--- src/rtl/octo_pkg.sv ---
// Shared definitions for the octo sensor path.
// Holds the default frame/timestamp widths, the field layout of a
// sensor_iterations frame (used by serial_transmitter when it serialises a
// buffered frame), and the channel-index width helper.
package octo_pkg;

  localparam int unsigned DEF_FRAME_W = 272;
  localparam int unsigned DEF_TS_W    = 24;
  localparam int unsigned STALL_W     = 16;

  // A frame is eight back-to-back sensor records, sensor 0 in the LSBs.
  localparam int unsigned SENSORS_PER_FRAME = 8;
  localparam int unsigned SENSOR_REC_W      = 34;

  // Layout of one sensor record inside its 34-bit slot.
  localparam int unsigned REC_DIST_OFS   = 0;
  localparam int unsigned REC_DIST_W     = 16;
  localparam int unsigned REC_AMPL_OFS   = 16;
  localparam int unsigned REC_AMPL_W     = 12;
  localparam int unsigned REC_STATUS_OFS = 28;
  localparam int unsigned REC_STATUS_W   = 6;

  // Bit offset of sensor record idx within a frame.
  function automatic int unsigned sensor_rec_ofs(input int unsigned idx);
    return idx * SENSOR_REC_W;
  endfunction

  // Channel index width; a single channel still gets one bit.
  function automatic int unsigned ch_width(input int unsigned n);
    return (n <= 1) ? 1 : $clog2(n);
  endfunction

endpackage

--- src/rtl/octo_frame_arbiter_if.sv ---
// Buffered output stream from the frame arbiter to the serial transmitter.
//   out_valid   : a buffered frame is present (driven by master)
//   out_ready   : transmitter accepts the frame this cycle (driven by slave)
//   out_frame   : buffered sensor_iterations frame
//   out_channel : source channel of out_frame
//   out_ts      : sys_ts sampled when the frame was captured
interface octo_frame_arbiter_if #(
  parameter int unsigned FRAME_W = 272,
  parameter int unsigned TS_W    = 24,
  parameter int unsigned CH_W    = 2
);

  logic               out_valid;
  logic               out_ready;
  logic [FRAME_W-1:0] out_frame;
  logic [CH_W-1:0]    out_channel;
  logic [TS_W-1:0]    out_ts;

  modport master (
    output out_valid,
    output out_frame,
    output out_channel,
    output out_ts,
    input  out_ready
  );

  modport slave (
    input  out_valid,
    input  out_frame,
    input  out_channel,
    input  out_ts,
    output out_ready
  );

endinterface

--- src/rtl/octo_frame_arbiter_rr_arbiter.sv ---
// Round-robin arbiter for the octo frame arbiter.
// Searches the request vector starting one past the last granted channel and
// moves the pointer to the winner whenever the grant is consumed.
//   clk_96MHz, reset : clock, synchronous active-high reset
//   req              : per-channel request
//   en               : grant is taken this cycle, advance the pointer
//   grant_oh_c       : one-hot grant (combinational)
//   grant_idx_c      : index of the grant (combinational)
//   grant_vld_c      : at least one request present (combinational)
module octo_frame_arbiter_rr_arbiter
  import octo_pkg::*;
#(
  parameter int unsigned NUM_CH = 4,
  parameter int unsigned CH_W   = ch_width(NUM_CH)
) (
  input  logic              clk_96MHz,
  input  logic              reset,
  input  logic [NUM_CH-1:0] req,
  input  logic              en,
  output logic [NUM_CH-1:0] grant_oh_c,
  output logic [CH_W-1:0]   grant_idx_c,
  output logic              grant_vld_c
);

  logic [CH_W-1:0] rr_ptr;
  int unsigned     cand;

  // First requester after rr_ptr, wrapping modulo NUM_CH.
  always_comb begin
    grant_idx_c = '0;
    grant_vld_c = 1'b0;
    cand        = 0;
    for (int unsigned k = 1; k <= NUM_CH; k++) begin
      cand = (32'(rr_ptr) + k) % NUM_CH;
      if (!grant_vld_c && req[CH_W'(cand)]) begin
        grant_vld_c = 1'b1;
        grant_idx_c = CH_W'(cand);
      end
    end
  end

  assign grant_oh_c = grant_vld_c ? (NUM_CH'(1) << grant_idx_c) : '0;

  // Pointer starts at the last channel so channel 0 wins first after reset.
  always_ff @(posedge clk_96MHz) begin
    if (reset) begin
      rr_ptr <= CH_W'(NUM_CH - 1);
    end else if (en && grant_vld_c) begin
      rr_ptr <= grant_idx_c;
    end
  end

endmodule

--- src/rtl/octo_frame_arbiter.sv ---
// Merges the frame outputs of NUM_CH octo managers into one single-entry
// buffered stream for the serial transmitter, stamping each captured frame
// with sys_ts and its source channel. Also owns the free-running sys_ts
// counter, a back-pressure stall counter and the aggregated config LEDs.
//   clk_96MHz, reset   : clock, synchronous active-high reset
//   data_avl           : per-channel frame-ready level, held until acked
//   sensor_iterations  : channel i frame at [i*FRAME_W +: FRAME_W]
//   reset_parser       : one-cycle ack pulse to the captured channel
//   state_leds         : per-sensor configuration LEDs
//   out_if             : buffered output stream (valid/ready/frame/channel/ts)
//   sys_ts, ts_wrap    : free-running timestamp, high while sys_ts is all-ones
//   stall_count        : saturating count of back-pressured cycles
//   any/all_configured_led : OR / AND of all state_leds
module octo_frame_arbiter
  import octo_pkg::*;
#(
  parameter int unsigned NUM_CH      = 4,
  parameter int unsigned FRAME_W     = DEF_FRAME_W,
  parameter int unsigned TS_W        = DEF_TS_W,
  parameter int unsigned LEDS_PER_CH = 8
) (
  input  logic                          clk_96MHz,
  input  logic                          reset,
  input  logic [NUM_CH-1:0]             data_avl,
  input  logic [NUM_CH*FRAME_W-1:0]     sensor_iterations,
  output logic [NUM_CH-1:0]             reset_parser,
  input  logic [NUM_CH*LEDS_PER_CH-1:0] state_leds,
  octo_frame_arbiter_if.master          out_if,
  output logic [TS_W-1:0]               sys_ts,
  output logic                          ts_wrap,
  output logic [STALL_W-1:0]            stall_count,
  output logic                          any_configured_led,
  output logic                          all_configured_led
);

  localparam int unsigned CH_W = ch_width(NUM_CH);

  logic [FRAME_W-1:0] frame_arr [NUM_CH];
  logic [NUM_CH-1:0]  ack_mask;
  logic [NUM_CH-1:0]  eligible_c;
  logic               any_eligible_c;
  logic               load_c;
  logic [NUM_CH-1:0]  grant_oh_c;
  logic [CH_W-1:0]    grant_idx_c;
  logic               grant_vld_c;

  logic               out_valid_q;
  logic [FRAME_W-1:0] out_frame_q;
  logic [CH_W-1:0]    out_channel_q;
  logic [TS_W-1:0]    out_ts_q;

  // Split the flat frame bus into per-channel frames.
  for (genvar i = 0; i < NUM_CH; i++) begin : g_split
    assign frame_arr[i] = sensor_iterations[i*FRAME_W +: FRAME_W];
  end

  // Free-running timestamp; wraps naturally from all-ones to zero.
  always_ff @(posedge clk_96MHz) begin
    if (reset) begin
      sys_ts <= '0;
    end else begin
      sys_ts <= sys_ts + TS_W'(1);
    end
  end

  assign ts_wrap = &sys_ts;

  // A channel whose frame was already taken stays masked until its
  // data_avl is seen low, so a slowly falling level is not captured twice.
  assign eligible_c     = data_avl & ~ack_mask;
  assign any_eligible_c = |eligible_c;
  assign load_c         = (!out_valid_q || out_if.out_ready) && any_eligible_c;

  octo_frame_arbiter_rr_arbiter #(
    .NUM_CH (NUM_CH),
    .CH_W   (CH_W)
  ) u_rr_arbiter (
    .clk_96MHz   (clk_96MHz),
    .reset       (reset),
    .req         (eligible_c),
    .en          (load_c),
    .grant_oh_c  (grant_oh_c),
    .grant_idx_c (grant_idx_c),
    .grant_vld_c (grant_vld_c)
  );

  // Ack mask set together with the reset_parser pulse, cleared by low data_avl.
  always_ff @(posedge clk_96MHz) begin
    if (reset) begin
      ack_mask     <= '0;
      reset_parser <= '0;
    end else begin
      ack_mask     <= (ack_mask & data_avl) | (load_c ? grant_oh_c : '0);
      reset_parser <= load_c ? grant_oh_c : '0;
    end
  end

  // Single-entry output buffer; a load may replace a frame being transferred.
  always_ff @(posedge clk_96MHz) begin
    if (reset) begin
      out_valid_q   <= 1'b0;
      out_frame_q   <= '0;
      out_channel_q <= '0;
      out_ts_q      <= '0;
    end else if (load_c) begin
      out_valid_q   <= 1'b1;
      out_frame_q   <= frame_arr[grant_idx_c];
      out_channel_q <= grant_idx_c;
      out_ts_q      <= sys_ts;
    end else if (out_if.out_ready) begin
      out_valid_q   <= 1'b0;
    end
  end

  assign out_if.out_valid   = out_valid_q;
  assign out_if.out_frame   = out_frame_q;
  assign out_if.out_channel = out_channel_q;
  assign out_if.out_ts      = out_ts_q;

  // Cycles where a channel is waiting behind a blocked buffer; saturates.
  always_ff @(posedge clk_96MHz) begin
    if (reset) begin
      stall_count <= '0;
    end else if (any_eligible_c && out_valid_q && !out_if.out_ready &&
                 (stall_count != '1)) begin
      stall_count <= stall_count + STALL_W'(1);
    end
  end

  assign any_configured_led = |state_leds;
  assign all_configured_led = &state_leds;

endmodule
--- src/flat_wrapper.sv ---
// flat-port wrapper written by rule: the top's interface ports become plain ports
module octo_frame_arbiter_flat import octo_pkg::*;
#(
  parameter int unsigned NUM_CH      = 4,
  parameter int unsigned FRAME_W     = DEF_FRAME_W,
  parameter int unsigned TS_W        = DEF_TS_W,
  parameter int unsigned LEDS_PER_CH = 8
)
  (clk_96MHz, reset, data_avl, sensor_iterations, reset_parser, state_leds, sys_ts, ts_wrap, stall_count, any_configured_led, all_configured_led, out_if_out_valid, out_if_out_frame, out_if_out_channel, out_if_out_ts, out_if_out_ready);
  octo_frame_arbiter_if #(.FRAME_W(FRAME_W), .TS_W(TS_W)) out_if_i ();
  input  logic clk_96MHz;
  input  logic reset;
  input  logic [NUM_CH-1:0] data_avl;
  input  logic [NUM_CH*FRAME_W-1:0] sensor_iterations;
  output logic [NUM_CH-1:0] reset_parser;
  input  logic [NUM_CH*LEDS_PER_CH-1:0] state_leds;
  output logic [TS_W-1:0] sys_ts;
  output logic ts_wrap;
  output logic [STALL_W-1:0] stall_count;
  output logic any_configured_led;
  output logic all_configured_led;
  output wire logic [$bits(out_if_i.out_valid)-1:0] out_if_out_valid;
  output wire logic [$bits(out_if_i.out_frame)-1:0] out_if_out_frame;
  output wire logic [$bits(out_if_i.out_channel)-1:0] out_if_out_channel;
  output wire logic [$bits(out_if_i.out_ts)-1:0] out_if_out_ts;
  input wire logic [$bits(out_if_i.out_ready)-1:0] out_if_out_ready;
  assign out_if_out_valid = out_if_i.out_valid;
  assign out_if_out_frame = out_if_i.out_frame;
  assign out_if_out_channel = out_if_i.out_channel;
  assign out_if_out_ts = out_if_i.out_ts;
  assign out_if_i.out_ready = out_if_out_ready;
  octo_frame_arbiter #(.NUM_CH(NUM_CH), .FRAME_W(FRAME_W), .TS_W(TS_W), .LEDS_PER_CH(LEDS_PER_CH)) u_core (.clk_96MHz(clk_96MHz), .reset(reset), .data_avl(data_avl), .sensor_iterations(sensor_iterations), .reset_parser(reset_parser), .state_leds(state_leds), .out_if(out_if_i), .sys_ts(sys_ts), .ts_wrap(ts_wrap), .stall_count(stall_count), .any_configured_led(any_configured_led), .all_configured_led(all_configured_led));
endmodule
--- config.mk ---
export PLATFORM = sky130hd
export DESIGN_NAME = octo_frame_arbiter_flat
export DESIGN_NICKNAME = d
export VERILOG_FILES = /design/src/rtl/octo_pkg.sv /design/src/rtl/octo_frame_arbiter_if.sv /design/src/rtl/octo_frame_arbiter_rr_arbiter.sv /design/src/rtl/octo_frame_arbiter.sv /design/src/flat_wrapper.sv
export SDC_FILE = /design/constraint.sdc
export NUM_CORES = 1
export LEC_CHECK = 0
export ABC_CLOCK_PERIOD_IN_PS = 2400
export CORE_AREA = 2 2 576 578
export DETAILED_ROUTE_END_ITERATION = 7
export DIE_AREA = 0 0 578 580
export SYNTH_ARGS = -nofsm -noshare
export SYNTH_HDL_FRONTEND = slang
export SYNTH_SLANG_ARGS = --single-unit
--- constraint.sdc ---
create_clock -name clk_96MHz -period 2.4 [get_ports clk_96MHz]
set_clock_uncertainty 0.1 [all_clocks]
set_input_delay 0.24 -clock clk_96MHz [delete_from_list [all_inputs] [get_ports clk_96MHz]]
set_output_delay 0.24 -clock clk_96MHz [all_outputs]
set_load 0.005 [all_outputs]
### Word-level counts from Yosys, hierarchy flattened

Cells that the tools add are included.

| word-level totals | value |
|---|---|
| flip-flop bits (word level) | 349 |
| input port bits | 1,127 |
| output and inout bits | 346 |
| word-level logic and storage cells | 69 |

| cells by class | value |
|---|---|
| $add $sub $neg | 6 |
| magnitude comparators | 5 |
| eq/ne operators | 1 |
| shift-type cells | 1 |
| muxes and demuxes | 23 |
| bitwise gates (word level) | 5 |
| reduce and logical (&&, ||, !) cells | 19 |

Operators by type and width:

| kind | number |
|---|---|
| binary-select mux 272 bit (select 2 bit) | 1 |
| two-way mux 272 bit | 2 |
| AND reduction 32 bit | 1 |
| OR reduction 32 bit | 1 |
| adder 24 x 1 -> 24 bit (second input constant) | 1 |
| AND reduction 24 bit | 1 |
| adder 16 x 1 -> 16 bit (second input constant) | 1 |
| != test 16 bit (second input constant) | 1 |
| < comparator 2 x 3 -> 1 bit (second input constant) | 4 |
| two-way mux 1 bit | 10 |
| AND 4 bit | 2 |
| binary-select mux 1 bit (select 2 bit) | 4 |
| logical AND 1 bit | 8 |
| two-way mux 2 bit | 4 |
| two-way mux 4 bit | 2 |
| logical NOT 1 bit | 5 |
| adder 2 x 1 -> 2 bit (second input constant) | 2 |
| adder 2 bit (second input constant) | 2 |
| NOT 4 bit | 1 |
| OR 4 bit | 1 |
| OR reduction 4 bit | 1 |
| left shift 1 x 2 -> 4 bit (first input constant) | 1 |
| >= comparator 3 bit (second input constant) | 1 |
| NOT 2 -> 3 bit | 1 |
| 2 further kinds | 2 |

### Longest topological paths before layout

Gate-level depths: netlist of run 1.

| logic depth | value |
|---|---|
| depth in word-level cells | 18 |
| gate-level depth with buffers | 10 |

### Hierarchy

A second synthesis of run 1 with hierarchy kept.

| unflattened totals | value |
|---|---|
| cell total of the unflattened synthesis | 1,913 |
| area, all modules | 19,174.6 um2 |

By module, submodules not included:

| module | times used | cells an instance | area an instance (um2) | seq. area each (um2) |
|---|---|---|---|---|
| octo_frame_arbiter | 1 | 1,885 | 18,965.7 | 6,946.7 |
| octo_frame_arbiter_rr_arbiter | 1 | 28 | 209.0 | 40.0 |

### Worst setup path before layout of run 1

No wires, ideal clock.

| timing path | value |
|---|---|
| path type | register -> register |
| start point | reg u_core.ack_mask[3] |
| end point | reg u_core.out_frame_q[189], in the netlist u_core.out_if.out_frame[189] |
| setup time | 125 ps |
| data arrival time | 2,003 ps |
| data required time | 2,175 ps |
| path slack | 172 ps |
| stages on the path, launching flop included | 10 |
| path buffers | 5 |
| clock period less this slack | 2,228 ps |
| path through | dfxtp_1 > nand2b_1 > buf_2 > o221a_1 > buf_2 > a2111oi_1 > buf_2 > buf_2 > buf_2 > a211oi_1 |

| on the way | value |
|---|---|
| cells in the longest elaborated chain, start to end | 18 |
| elaborated cells on any way between the ends | 29 |
| those cells by class | mux (18); bitwise (3); reduce/logical (8) |

RTL lines:

| item | RTL line | source |
|---|---|---|
| start: declaration | octo_frame_arbiter.sv:39 | `logic [NUM_CH-1:0] ack_mask;` |
| start signal: assignment | octo_frame_arbiter.sv:93 | `ack_mask <= (ack_mask & data_avl) \| (load_c ? grant_oh_c : '0);` |
| NOT 4 bit (*) | octo_frame_arbiter.sv:70 | `assign eligible_c = data_avl & ~ack_mask;` |
| AND 4 bit (*) | octo_frame_arbiter.sv:70 |  |
| binary-select mux 1 bit (select 2 bit) | octo_frame_arbiter_rr_arbiter.sv:35 | `if (!grant_vld_c && req[CH_W'(cand)]) begin` |
| two-way mux 1 bit (implied by the code) | octo_frame_arbiter_rr_arbiter.sv:35 |  |
| two-way mux 1 bit | octo_frame_arbiter_rr_arbiter.sv:35 |  |
| logical NOT 1 bit | octo_frame_arbiter_rr_arbiter.sv:35 |  |
| logical AND 1 bit | octo_frame_arbiter_rr_arbiter.sv:35 |  |
| two-way mux 1 bit | octo_frame_arbiter_rr_arbiter.sv:35 |  |
| logical NOT 1 bit | octo_frame_arbiter_rr_arbiter.sv:35 |  |
| logical AND 1 bit | octo_frame_arbiter_rr_arbiter.sv:35 |  |
| two-way mux 1 bit | octo_frame_arbiter_rr_arbiter.sv:35 |  |
| logical NOT 1 bit | octo_frame_arbiter_rr_arbiter.sv:35 |  |
| logical AND 1 bit | octo_frame_arbiter_rr_arbiter.sv:35 |  |
| two-way mux 2 bit | octo_frame_arbiter_rr_arbiter.sv:35 |  |
| NOT 2 -> 3 bit (implied by the code) | octo_frame_arbiter.sv:107 | `out_frame_q <= frame_arr[grant_idx_c];` |
| binary-select mux 272 bit (select 2 bit) | octo_frame_arbiter.sv:107 |  |
| two-way mux 272 bit (implied by the code) (2 in series) | octo_frame_arbiter.sv:107 |  |
| end signal: assignment | octo_frame_arbiter.sv:107 |  |
| end: declaration | octo_frame_arbiter.sv:48 | `logic [FRAME_W-1:0] out_frame_q;` |

Every way passes the cells marked *; elsewhere a longest branch is shown, timed or not. The select of a mux whose other input is x is not followed.
A chain may end at the register's enable or synchronous reset.

### Worst setup path in the final report of run 1

| timing path | value |
|---|---|
| start point | reg u_core.ack_mask[0] |
| end point | reg u_core.out_frame_q[229], in the netlist u_core.out_if.out_frame[229] |

The elaborated chain is that of the path after synthesis.

==> flow_summary.ini, run 1 <==
[synthesis]
synth_xor_area_share_pct = 1.28
synthSimpleGateAreaFrac_pct = 5.56
syn_inst = 2583
synth_top_family_by_area = compound AO/OA/AOI/OAI gates
synthMuxAreaShare_pct = 13.1
async_flop_share_pct = 0
synth-compound-area-share_pct = 38.1
synth-adder-area-share_pct = 0.114
synth_edf_count = 0
synth_fp_nets = 3712
synth_area_sq_um = 21900
syn_area_per_cell_sq_um = 8.47
yosysWarnings = 0
synth.distinct_cells = 49
ys.flop_type = dfxtp_1
ys_ff_latch = 349
yosysSeqAreaShare_pct = 31.9

[cts]
clockBufferDepth = 3
clock_latency_ns = 0.72
cts-htree-levels = 2
cts_buffers = 54
path_clk_slew_ns = 0.06
cts_tree = yes
cts.sinks = 349
clockRootBuffer = clkbuf_16

[worst_setup_path]
startpoint_type = flop
endpoint_kind = flop
reg2reg_from = u_core.ack_mask[0]
cp.required_ns = 2.90
r2r_end = u_core.out_if.out_frame[229]
cp-endpoint = u_core.out_if.out_frame[229]
r2r_setup_slack_ns = -0.21
arrival_ns = 3.11
rr_worst_depth = 13
path_max_fanout = 7
crit_type = flop to flop
critPathLaunch = u_core.ack_mask[0]

[sta]
setup_slack_ns = -0.212
setup_violations = 197
slew_viol_final = 0
grt_setup_unrepaired = yes
hold_violations = 0
relSlewSlack_pct = 56.9
period_share_pct = 109
fin_crit_ns = 2.61
tightest_slew_ns = 0.646
fmax_ghz = 0.383

[placement]
io_buffers = 1472
gp_congestion = 0.938
hpwl_mm = 266

[floorplanning]
die_y_um = 580
ios = 1473
core_area_sq_um = 329000
num_rows = 211
die_area_sq_um = 335000
initial_core_util_pct = 6.65
fp.dieW_um = 578

[power]
p_leak_nw = 19.1
p_per_area_nw_per_um2 = 717
finalPower_mw = 39.3
peakVddDrop_uv = 592

[global_routing]
grt_max_degree = 101
antenna_found_initial = 400
grt.overflow.total = 0
grt_pass1_vias = 30969
grt_pass1_wl_mm = 382
track_usage_pct = 18.1

[detailed_routing]
drc_errors = 0
drtPass1Iterations = 7
routed_wl_mm = 320
ant_nets = 0
wl_per_cell_um = 35.6
drt_iter0_drc = 2180
vias = 32705
via_per_inst = 3.64

[run]
cap_violations = 0

[cells_and_area]
fin_nets = 5572
final_layout_size_suffix_gt1_share_pct = 27.2
postLayoutCoreUtil_pct = 16.7
n_fill_cell = 36800
mostFrequentLayoutCell = clkdlybuf4s50_1
final_cell_mix = clkdlybuf4s50_1 (1456), a211oi_1 (354), a211oi_2 (342)
syn2layout_area_growth_pct = 151

[worst_hold_path]
hold-path-cell-count = 3
min_path_type = input pin to flop

[outcome]
violations = negative setup slack
run_status = finished, violations left
-- per-layer routing --
metal | GRT usage (%) | part of all wire [%]
met5 | 0 | 0.68
met4 | 8.88 | 6.2
met3 | 12.0 | 15
met2 | 28.3 | 44
met1 | 18.4 | 34
-- registers in the layout, summed over array words and instances (netlist names) --
name                        flops
u_core.ack_mask                 4
u_core.out_if.out_channel       2
u_core.out_if.out_frame       272
u_core.out_if.out_ts           24
u_core.out_if.out_valid         1
u_core.reset_parser             4
u_core.stall_count             16
u_core.sys_ts                  24
u_core.u_rr_arbiter.rr_ptr      2
-- critical path, stage by stage, from the launching register on --
cell      delay [ns]
dfxtp_4         0.36
nor2b_4         0.18
buf_6           0.13
o221ai_4        0.13
buf_6           0.16
buf_6           0.11
a21o_4          0.23
buf_12          0.13
buf_12          0.12
buf_16          0.14
buf_4           0.19
a211oi_4        0.26
buf_4           0.15
a211oi_2        0.03
-- through the flow --
stage	cells	hold WS, ns	setup WS, ns	instance area (sq um)	setup TNS, ns
4_1_cts	8823	0.000206	-0.316	51700	-11.46
5_1_grt	8926	0.0475	-0.284	54700	-32.66
3_5_place_dp	8544	0.348	-1.08	44900	-167.04
6_report	8989	0.0880	-0.212	54900	-12.91
3_3_place_gp	8544	0.341	-1.03	44900	-159.70
2_1_floorplan	2583	0.279	0.172	21900	0
-- worst min-delay path by stage --
stage                                  start                      endpoint  slack [ns]
global route          sensor_iterations[907]   u_core.out_if.out_frame[91]        0.05
detailed placement  u_core.out_if.out_ts[14]      u_core.out_if.out_ts[14]        0.35
CTS                  sensor_iterations[1016]  u_core.out_if.out_frame[200]      0.0002
floorplan                        data_avl[1]            u_core.ack_mask[1]        0.28
finish                sensor_iterations[770]  u_core.out_if.out_frame[226]        0.09
global placement    u_core.out_if.out_ts[22]      u_core.out_if.out_ts[22]        0.34
-- cells by family after synthesis --
| group | count (synthesis) |
|---|---|
| flops | 349 |
| mux | 286 |
| simple gates | 242 |
| compound gates | 1114 |
| buf+inv | 558 |
| xor+xnor | 32 |
| fa+ha+maj | 2 |
-- synth_stat cells, types with 3 or more instances --
cell	instances	share of area (%)
nor3_1	12	0.27
nor2_1	52	0.89
a211oi_1	783	27
a2111oi_0	3	0.12
nor3b_1	24	0.82
nor4_1	13	0.37
dfxtp_1	349	32
or2_2	3	0.086
mux2i_1	286	13
nand2b_1	5	0.14
nand2_1	74	1.3
o211ai_1	12	0.41
clkbuf_1	206	3.5
and4_1	5	0.20
nand4_1	17	0.49
or4_1	4	0.14
and3_1	6	0.17
xnor2_1	26	1.0
nand3_1	16	0.37
o21bai_1	260	8.9
a21oi_1	33	0.75
inv_1	269	4.6
buf_1	14	0.24
buf_2	68	1.6
a21o_1	3	0.10
nor2b_1	6	0.17
xor2_1	6	0.24
-- power breakdown --
group / leakage (nW) / switching, mW / internal, mW
Combinational: 15.4 / 11.2 / 11.7
Clock: 0.892 / 3.91 / 4.98
Sequential: 2.89 / 0.731 / 6.82
-- final cells by class --
type	instances	area, sq um	area share, %
Multi-Input combinational cell	1676	16700	30.3
Tap cell	4366	5460	9.95
Antenna cell	136	340	0.620
Clock buffer	68	1460	2.67
Sequential cell	349	7000	12.7
Timing Repair Buffer	2093	22600	41.1
Clock inverter	32	377	0.686
Inverter	269	1010	1.84
-- timing repair --
item,CTS,global route
cloned,37,19
pin swaps,219,308
hold endpoints to repair,85,0
hold buffers,67,0
resized for setup,524,495
setup endpoints to repair,272,267
setup buffers,86,73
(Power assumes the default switching activity.)
==> inputs of run 2 (changes only) <==
- CORE_AREA: 2 2 576 578 -> 8 8 565 567
- DIE_AREA: 0 0 578 580 -> 0 0 573 575
==> run 2 against run 1 <==
- the flow still finishes with violations (negative setup slack)
- first-iteration DRC count grew 32%
- combinational power about the same
- highest routed layer unchanged
- critical path type is now flop to output port
- non-clock buffer count shrank 43
- critical endpoint is now ts_wrap
- routed wire length down 0.86%
==> flow_summary.ini, run 2 (same netlist as run 1, synthesis figures left out) <==
[worst_hold_path]
min_path_type = input pin to flop
hold_end = u_core.out_if.out_frame[141]
hold-path-cell-count = 3
min_from = sensor_iterations[957]

[floorplanning]
initial_core_util_pct = 7.05
die_y_um = 575
fp.dieW_um = 573
num_rows = 205
ios = 1473
core_area_sq_um = 310000
die_area_sq_um = 329000

[placement]
gp_congestion = 0.962
post-place-ws_ns = -1.01
hpwl_mm = 264
io_buffers = 1472
dp.cells = 8303

[global_routing]
grt_use_met2_pct = 27.9
grt_pass1_wl_mm = 372
grt_busiest_layer = met2
grt.overflow.total = 0
use_met3_pct = 12.9
use_met1_pct = 17.4
track_usage_pct = 17.5
grt_max_degree = 111
grt_pass1_vias = 30312
antenna_found_initial = 387

[worst_setup_path]
rr_worst_depth = 12
critical_path.cell_chain = ha_4, and2_4, nand4_1, or4_4, nor4_2, buf_4, buf_6
r2r_end = u_core.out_if.out_frame[139]
endpoint_kind = output port
r2r_setup_slack_ns = -0.11
cp_num_buf_inv = 2
cpMaxStageDelayCell = or4_4
startpoint_type = flop
slowest_delay_ns = 0.54
cp_top_family = simple AND/OR/NAND/NOR gates
cp.required_ns = 2.06
reg2reg_from = u_core.ack_mask[1]
critical_path_depth = 7
crit_type = flop to output port
path_max_fanout = 2
arrival_ns = 2.38

[outcome]
run_status = finished, violations left
violations = negative setup slack

[cts]
clockRootBuffer = clkbuf_16
cts-htree-levels = 2
cts_tree = yes
path_clk_slew_ns = 0.06
cts_buffers = 49
clock_latency_ns = 0.69
clockBufferDepth = 3
cts.sinks = 349

[sta]
hold_violations = 0
period_share_pct = 113
relSlewSlack_pct = 25.5
tightest_slew_ns = 1.11
fmax_ghz = 0.367
setup_slack_ns = -0.323
grt_setup_unrepaired = yes
whs_ns = 0.0806
setup_violations = 52
fin_crit_ns = 2.72
slew_viol_final = 0

[detailed_routing]
wl_per_cell_um = 36.6
drt_iter0_drc = 2884
drc_errors = 0
via_per_inst = 3.76
drtPass1Iterations = 7
routed_wl_mm = 318
ant_nets = 0
vias = 32610

[cells_and_area]
largest_reg_flops = 272
stdcell_count = 8673
final_layout_size_suffix_gt1_share_pct = 27.8
syn2layout_area_growth_pct = 147
final_cell_mix = clkdlybuf4s50_1 (1454), a211oi_2 (354), a211oi_1 (345)
fin_nets = 5525
mostFrequentLayoutCell = clkdlybuf4s50_1

[run]
cap_violations = 0

[power]
finalPower_mw = 39.1
p_leak_nw = 19.1
peakVddDrop_uv = 523
p_per_area_nw_per_um2 = 721
-- run 2: cell count changes in the layout (fill, tap and decap cells not counted), sizes merged, moves of 2 or more --
cell	previous run	this run
dlygate4sd3	67	12
diode	136	96
clkbuf	87	105
buf	548	538
bufinv	6	10
clkinv	13	9
bufbuf	1	3
clkdlybuf4s50	1456	1454
inv	276	274
-- run 2: tightest hold or removal path: cells and delay by family --
kind,cells,cell delay [ns]
AOI/OAI and AO/OA,1,0.08
buffers and inverters,1,0.39
muxes,1,0.12
-- run 2: layer usage --
metal | vias to the layer above | wire [um]
met5 | - | 2140
met4 | 330 | 20100
met3 | 1015 | 52500
met2 | 2384 | 138000
met1 | 15436 | 105000
li1 | 13445 | -
-- run 2: worst max path at each step --
stage	slack, ns	endpoint	from
final	-0.32	ts_wrap	u_core.sys_ts[1]
after global routing	-0.43	ts_wrap	u_core.sys_ts[1]
after CTS	-0.46	ts_wrap	u_core.sys_ts[1]
after detailed placement	-1.01	u_core.out_if.out_frame[252]	data_avl[0]
after global placement	-1.06	u_core.out_if.out_frame[252]	data_avl[0]
after floorplan	0.17	u_core.out_if.out_frame[189]	u_core.ack_mask[3]
-- run 2: what timing repair did --
action / CTS / global route
hold buffers: 12 / 0
gates resized for setup: 317 / 653
hold endpoints to repair: 28 / 0
cloned: 25 / 45
setup endpoints to repair: 268 / 269
buffers inserted: 50 / 92
pin swaps: 110 / 282
-- run 2: area by class of cell --
class	instances	area [sq um]
multi-input combinational	1677	16500
fill	34455	256000
timing repair buffer	2050	22400
clock buffer	63	1390
tap	4140	5180
sequential	349	7000
antenna	96	240
clock inverter	29	478
inverter	269	1010
-- run 2: where the power goes --
| part | internal (mW) | leakage [nW] | switching [mW] |
|---|---|---|---|
| Sequential | 6.82 | 2.89 | 0.707 |
| Combinational | 11.6 | 15.3 | 11.1 |
| Clock | 5.21 | 0.903 | 3.64 |
| Total | 23.6 | 19.1 | 15.4 |
-- run 2: metrics by stage --
| stage | area (sq um) | TNS [ns] | utilization [%] |
|---|---|---|---|
| finish | 54200 | -1.72 | 17.5 |
| detailed placement | 44400 | -190.16 | 14.3 |
| global placement | 44400 | -194.71 | 14.3 |
| floorplan | 21900 | 0 | - |
| CTS | 49100 | -2.60 | 15.8 |
| global route | 54000 | -19.28 | 17.4 |
